==> src/rtl/ast_fifo_rl.sv <==
// Avalon-ST single-clock FIFO. The sink side honours a ready latency of
// 0..4 cycles and the source side uses ready latency 0. It stores packet
// sideband and reports fill level, stored-packet count and a sticky overflow.
module ast_fifo_rl #(
    parameter int DATABITS_PER_SYMBOL = 8,
    parameter int SYMBOLS_PER_BEAT    = 4,
    parameter int DEPTH               = 16,
    parameter int READY_LATENCY       = 2,
    parameter int USE_PACKETS         = 1,
    parameter int EMPTY_W             = (SYMBOLS_PER_BEAT > 1) ? $clog2(SYMBOLS_PER_BEAT) : 1
) (
    input  logic                                           clk_i,
    input  logic                                           rst_i,
    input  logic [DATABITS_PER_SYMBOL*SYMBOLS_PER_BEAT-1:0] snk_data_i,
    input  logic                                           snk_valid_i,
    input  logic                                           snk_startofpacket_i,
    input  logic                                           snk_endofpacket_i,
    input  logic [EMPTY_W-1:0]                             snk_empty_i,
    output logic                                           snk_ready_o,
    output logic [DATABITS_PER_SYMBOL*SYMBOLS_PER_BEAT-1:0] src_data_o,
    output logic                                           src_valid_o,
    output logic                                           src_startofpacket_o,
    output logic                                           src_endofpacket_o,
    output logic [EMPTY_W-1:0]                             src_empty_o,
    input  logic                                           src_ready_i,
    output logic [$clog2(DEPTH):0]                         fill_level_o,
    output logic [$clog2(DEPTH):0]                         pkt_count_o,
    output logic                                           overflow_o
);

    localparam int DATA_W  = DATABITS_PER_SYMBOL * SYMBOLS_PER_BEAT;
    localparam int AW      = $clog2(DEPTH);
    localparam int ENTRY_W = DATA_W + 2 + EMPTY_W;
    localparam int PIPE_W  = (READY_LATENCY > 0) ? READY_LATENCY : 1;
    localparam int EOP_BIT = DATA_W + EMPTY_W;
    localparam int SOP_BIT = DATA_W + EMPTY_W + 1;
    localparam logic [AW:0] ONE       = (AW+1)'(1);
    localparam logic [AW:0] READY_MAX = (AW+1)'(DEPTH - 1 - READY_LATENCY);

    logic [AW:0]         wr_ptr_q, wr_ptr_d;
    logic [AW:0]         rd_ptr_q, rd_ptr_d;
    logic [AW:0]         fill_q, fill_d;
    logic [AW:0]         pkt_q, pkt_d;
    logic [PIPE_W-1:0]   rdy_pipe_q, rdy_pipe_d;
    logic                ovf_q, ovf_d;
    logic                ready_en_q;
    logic [ENTRY_W-1:0]  mem_q [DEPTH];

    logic                full, empty, credit, wr_en, rd_en;
    logic                wr_eop, rd_eop;
    logic [ENTRY_W-1:0]  wr_entry, head;

    assign empty  = (wr_ptr_q == rd_ptr_q);
    assign full   = (wr_ptr_q[AW] != rd_ptr_q[AW]) &&
                    (wr_ptr_q[AW-1:0] == rd_ptr_q[AW-1:0]);
    assign head   = mem_q[rd_ptr_q[AW-1:0]];

    // Ready stays low until the first edge after reset release; afterwards
    // the threshold keeps READY_LATENCY slots free for beats already granted.
    assign snk_ready_o = ready_en_q && (fill_q <= READY_MAX);

    // With zero latency the current ready is the credit; otherwise the
    // oldest stage of the ready history grants this cycle's beat.
    assign credit = (READY_LATENCY == 0) ? snk_ready_o : rdy_pipe_q[PIPE_W-1];

    assign rd_en  = !empty && src_ready_i;
    // A credited beat at full is only taken when a read frees the slot.
    assign wr_en  = snk_valid_i && credit && (!full || rd_en);
    assign wr_eop = wr_en && wr_entry[EOP_BIT];
    assign rd_eop = rd_en && head[EOP_BIT];

    // Build the stored entry; sideband is zeroed when packets are disabled.
    always_comb begin
        wr_entry = '0;
        wr_entry[DATA_W-1:0] = snk_data_i;
        if (USE_PACKETS != 0) begin
            wr_entry[DATA_W +: EMPTY_W] = snk_empty_i;
            wr_entry[EOP_BIT]           = snk_endofpacket_i;
            wr_entry[SOP_BIT]           = snk_startofpacket_i;
        end
    end

    // Next-state for pointers, counters, ready history and overflow flag.
    always_comb begin
        wr_ptr_d = wr_ptr_q;
        rd_ptr_d = rd_ptr_q;
        fill_d   = fill_q;
        pkt_d    = pkt_q;
        ovf_d    = ovf_q || (snk_valid_i && !wr_en);
        if (wr_en) wr_ptr_d = wr_ptr_q + ONE;
        if (rd_en) rd_ptr_d = rd_ptr_q + ONE;
        if (wr_en && !rd_en) fill_d = fill_q + ONE;
        else if (!wr_en && rd_en) fill_d = fill_q - ONE;
        if (wr_eop && !rd_eop) pkt_d = pkt_q + ONE;
        else if (!wr_eop && rd_eop) pkt_d = pkt_q - ONE;
        rdy_pipe_d    = '0;
        rdy_pipe_d[0] = snk_ready_o;
        for (int unsigned i = 1; i < PIPE_W; i++) begin
            rdy_pipe_d[i] = rdy_pipe_q[i-1];
        end
    end

    // Control state register with asynchronous active-low reset.
    always_ff @(posedge clk_i or negedge rst_i) begin
        if (!rst_i) begin
            wr_ptr_q   <= '0;
            rd_ptr_q   <= '0;
            fill_q     <= '0;
            pkt_q      <= '0;
            rdy_pipe_q <= '0;
            ovf_q      <= 1'b0;
            ready_en_q <= 1'b0;
        end else begin
            wr_ptr_q   <= wr_ptr_d;
            rd_ptr_q   <= rd_ptr_d;
            fill_q     <= fill_d;
            pkt_q      <= pkt_d;
            rdy_pipe_q <= rdy_pipe_d;
            ovf_q      <= ovf_d;
            ready_en_q <= 1'b1;
        end
    end

    // Storage array; contents need no reset since the pointers gate visibility.
    always_ff @(posedge clk_i) begin
        if (wr_en) mem_q[wr_ptr_q[AW-1:0]] <= wr_entry;
    end

    // Show-ahead source outputs, forced to zero while nothing is stored.
    assign src_valid_o         = !empty;
    assign src_data_o          = src_valid_o ? head[DATA_W-1:0]       : '0;
    assign src_empty_o         = src_valid_o ? head[DATA_W +: EMPTY_W] : '0;
    assign src_endofpacket_o   = src_valid_o && head[EOP_BIT];
    assign src_startofpacket_o = src_valid_o && head[SOP_BIT];

    assign fill_level_o = fill_q;
    assign pkt_count_o  = (USE_PACKETS != 0) ? pkt_q : '0;
    assign overflow_o   = ovf_q;

endmodule

==> config.mk <==
export PLATFORM = sky130hd
export DESIGN_NAME = ast_fifo_rl
export DESIGN_NICKNAME = d
export VERILOG_FILES = /design/src/rtl/ast_fifo_rl.sv
export SDC_FILE = /design/constraint.sdc
export NUM_CORES = 1
export LEC_CHECK = 0
export ABC_AREA = 1
export CORE_MARGIN = 3
export CORE_UTILIZATION = 35
export CTS_BUF_LIST = sky130_fd_sc_hd__clkbuf_16
export DETAILED_ROUTE_END_ITERATION = 10
export MAX_ROUTING_LAYER = met4
export PLACE_DENSITY = 0.47
export SLEW_MARGIN = 20
export SYNTH_ARGS = -nofsm -noshare
export SYNTH_HDL_FRONTEND = slang
export SYNTH_SLANG_ARGS = --single-unit
==> constraint.sdc <==
create_clock -name clk_i -period 8.4 [get_ports clk_i]
set_input_delay 1.68 -clock clk_i [delete_from_list [all_inputs] [get_ports clk_i]]
set_output_delay 1.68 -clock clk_i [all_outputs]
set_load 0.1 [all_outputs]
==> flow_metrics.env <==
export IMPL_synth_area_mm2=0.02624
export IMPL_dpl_hpwl_um=35620
export IMPL_multiInputGateArea_mm2=0.006228
export IMPL_ctsLongestPathBuffers=3
export IMPL_status="finished, final reports clean"
export IMPL_drt_iter0_markers=1145
export IMPL_yosysSeqAreaShare_pct=68.21
export IMPL_drv_cap=0
export IMPL_postCtsSetupRepairBufs=0
export IMPL_htree_levels=3
export IMPL_grt_overflow=0
export IMPL_grt_pass1_wl_um=107000
export IMPL_ys_types=28
export IMPL_ys_ff_latch=600
export IMPL_yosys_area_top_type_share_pct=65.93
export IMPL_worstPathArrival_ps=4540
export IMPL_yosysWarnings=0
export IMPL_fmax_mhz=160.8
export IMPL_r2r_end="pkt_count_o[4]$_DFFE_PN0P_"
export IMPL_syn_inst=2573
export IMPL_r2r_cells=17
export IMPL_hold_start="rdy_pipe_q[0]$_DFF_PN0_"
export IMPL_yosys_top_cells_area="edfxtp_1 (66%), nand2_1 (15%), nand3_1 (5.9%)"
export IMPL_min_to="rdy_pipe_q[1]$_DFF_PN0_"
export IMPL_p_leak_nw=12.85
export IMPL_yosys_area_top_type="edfxtp_1"
export IMPL_fin_crit_ps=6219
export IMPL_hold_violations=0
export IMPL_avgSynthCellArea_um2=10.20
export IMPL_fin_tns_setup_ps=0
export IMPL_relSlewSlack_pct=31.20
export IMPL_crit_family="buffers and inverters"
export IMPL_layout_setup_ws_ps=2181
export IMPL_slew_violations=0
export IMPL_cp_data_required_time_ps=6720
export IMPL_grt_max_degree=158
export IMPL_cts_tree="done"
export IMPL_final_nets=2710
export IMPL_drive_gt1_share_pct=6.056
export IMPL_worstHoldPathType="flip-flop to flip-flop"
export IMPL_rsz0062_at_grt="false"
export IMPL_fin_skew_ps=20.63
export IMPL_reg2reg_slack_ps=4640
export IMPL_start_kind="flip-flop"
export IMPL_endpoint_kind="output port"
export IMPL_cts_buffers_inserted=68
export IMPL_finalCritPeriodShare_pct=74.04
export IMPL_crit_top_cell="nand2_1"
export IMPL_gp_congestion=0.7303
export IMPL_critical_path_class="flip-flop to output port"
export IMPL_coreArea_mm2=0.07358
export IMPL_die_h_um=279.8
export IMPL_io_buffers=88
export IMPL_cts_resized=0
export IMPL_r2r_start="rd_ptr_q[1]$_DFFE_PN0P_"
export IMPL_postPlaceCellArea_mm2=0.02813
export IMPL_viasPerCell=4.689
export IMPL_crit_fanout=127
export IMPL_crit_chain="inv_8 -> buf_4 -> nand2_1 -> nand2_1 -> nand2_1 -> nand3_1 -> nand3_1 -> a21oi_1 -> clkdlybuf4s50_1"
export IMPL_die_area_mm2=0.07828
export IMPL_peakVddDrop_uv=354.3
export IMPL_antenna_cells=0
export IMPL_cts_root_buf="clkbuf_16"
export IMPL_seqCellArea_mm2=0.01791
export IMPL_cts_num_sinks=600
export IMPL_critPathMaxStageDelay_ps=1180
export IMPL_avgRoutedWirePerCell_um=19.05
export IMPL_nFillCells=7189
export IMPL_cts_hold_fix_buffers=0
export IMPL_critPathBufInv=3
export IMPL_start_util_pct=35.66
export IMPL_fin_area_mm2=0.03024
export IMPL_grt_pass1_vias=17070
export IMPL_place_ws_ps=2685
export IMPL_routed_wl_um=69860
export IMPL_io_pins=89
export IMPL_synth_nets=2628
export IMPL_ant_nets=0
export IMPL_die_w_um=279.8
export IMPL_num_rows=99
export IMPL_clock_latency_ps=590
export IMPL_min_path_cells=0
export IMPL_crit_slowest_cell="clkdlybuf4s50_1"
export IMPL_vias=17200
export IMPL_drt_pass1_iterations=5
export IMPL_setup_viol=0
export IMPL_tightest_slew_ps=1029
export IMPL_cts_clk_slew_worst_paths_ps=60
export IMPL_drc=0
export IMPL_track_usage_pct=18.58
export IMPL_antenna_found_initial=0
export IMPL_area_delta_synth_final_pct=15.27
export IMPL_power_density_mw_per_mm2=389.6
## flip-flops by register name, indices dropped and copies added, names as in the netlist
signal,count
fill_level_o,5
mem_q,576
overflow_o,1
pkt_count_o,5
rd_ptr_q,5
rdy_pipe_q,2
ready_en_q,1
wr_ptr_q,5
## report_power, final
part           switching [W]  internal, W
clock network        0.00118      0.00162
logic                0.00413      0.00124
registers           0.000184      0.00343
## worst max-delay path by stage
stage | start | end | slack (ps) | cells past startpoint
after floorplan | src_ready_i | mem_q[12][0]$_DFFE_PP_ | 3100 | 6
after global placement | rd_ptr_q[0]$_DFFE_PN0P_ | src_data_o[2] | 2640 | 9
after detailed placement | rd_ptr_q[0]$_DFFE_PN0P_ | src_data_o[12] | 2680 | 9
after CTS | rd_ptr_q[0]$_DFFE_PN0P_ | src_data_o[1] | 2000 | 9
after global routing | rd_ptr_q[0]$_DFFE_PN0P_ | src_data_o[12] | 1830 | 9
final | rd_ptr_q[0]$_DFFE_PN0P_ | src_data_o[1] | 2180 | 9
## synthesized netlist by cell type
library cell and number:
clkinv_1 1, xnor2_1 5, conb_1 1, buf_4 6, ha_1 13, dfrtp_1 24, nand4_1 1, xor2_1 13
nand2_1 1027, nand3_1 308, nand2_4 1, nor2_2 3, a21oi_1 37, inv_1 409, nand3_4 1, fa_1 2
nor2_1 6, o21ai_0 3, nor3_1 15, buf_1 9, clkbuf_1 29, a31oi_1 1, inv_2 3, nand3_2 1
buf_2 64, edfxtp_1 576, buf_6 13, inv_4 1
## layout make-up
| cell class | instances | area share, % |
|---|---|---|
| Inverter | 414 | 5.171 |
| Clock inverter | 52 | 1.072 |
| Tap cell | 959 | 3.968 |
| Sequential cell | 600 | 59.21 |
| Multi-Input combinational cell | 1438 | 20.59 |
| Clock buffer | 71 | 5.875 |
| Timing Repair Buffer | 133 | 4.112 |
## kinds of logic (layout without fill, tap and decap cells)
family / after synthesis / in the layout / synth area share [%]
AOI/OAI and AO/OA: 41 / 41 / 0.7869
adders and majority gates: 15 / 15 / 0.7726
and+or+nand+nor: 1363 / 1363 / 21.18
xor gates and xnor gates: 18 / 18 / 0.6009
other: 1 / 1 / 0.01429
DFF: 600 / 600 / 68.22
buffers and inverters: 535 / 670 / 8.427
## through the flow
stage | util [%] | power (W) | cells | hold WS [ps]
floorplan | - | 0.007653 | 2573 | 331.2
global placement | 38.23 | 0.009092 | 3544 | 334.8
detailed placement | 38.23 | 0.009094 | 3544 | 335.8
CTS | 41.09 | 0.01194 | 3667 | 349.6
global route | 41.10 | 0.01246 | 3667 | 370.7
finish | 41.10 | 0.01178 | 3667 | 346.6
## cell usage in the layout, fill, tap and decap left out, types with 4 or more instances in the layout
cell type / instances
inv_2: 4
edfxtp_1: 576
clkbuf_16: 71
nand3_1: 308
inv_1: 427
clkdlybuf4s50_1: 88
nor2_1: 5
clkinv_1: 16
clkinv_2: 9
nor3_2: 13
dfrtp_1: 21
buf_4: 43
xor2_1: 13
xnor2_1: 5
nand2_1: 1027
a21oi_1: 37
ha_1: 13
## metal layers
| metal | GRT usage, % | wire length, um | up-vias |
|---|---|---|---|
| li1 | - | - | 8399 |
| met1 | 24.43 | 32010 | 8376 |
| met2 | 30.50 | 33650 | 330 |
| met3 | 2.667 | 2914 | 90 |
| met4 | 4.595 | 1288 | 0 |
| met5 | - | 0 | - |
Note: power is estimated with default switching activity, not from simulation.
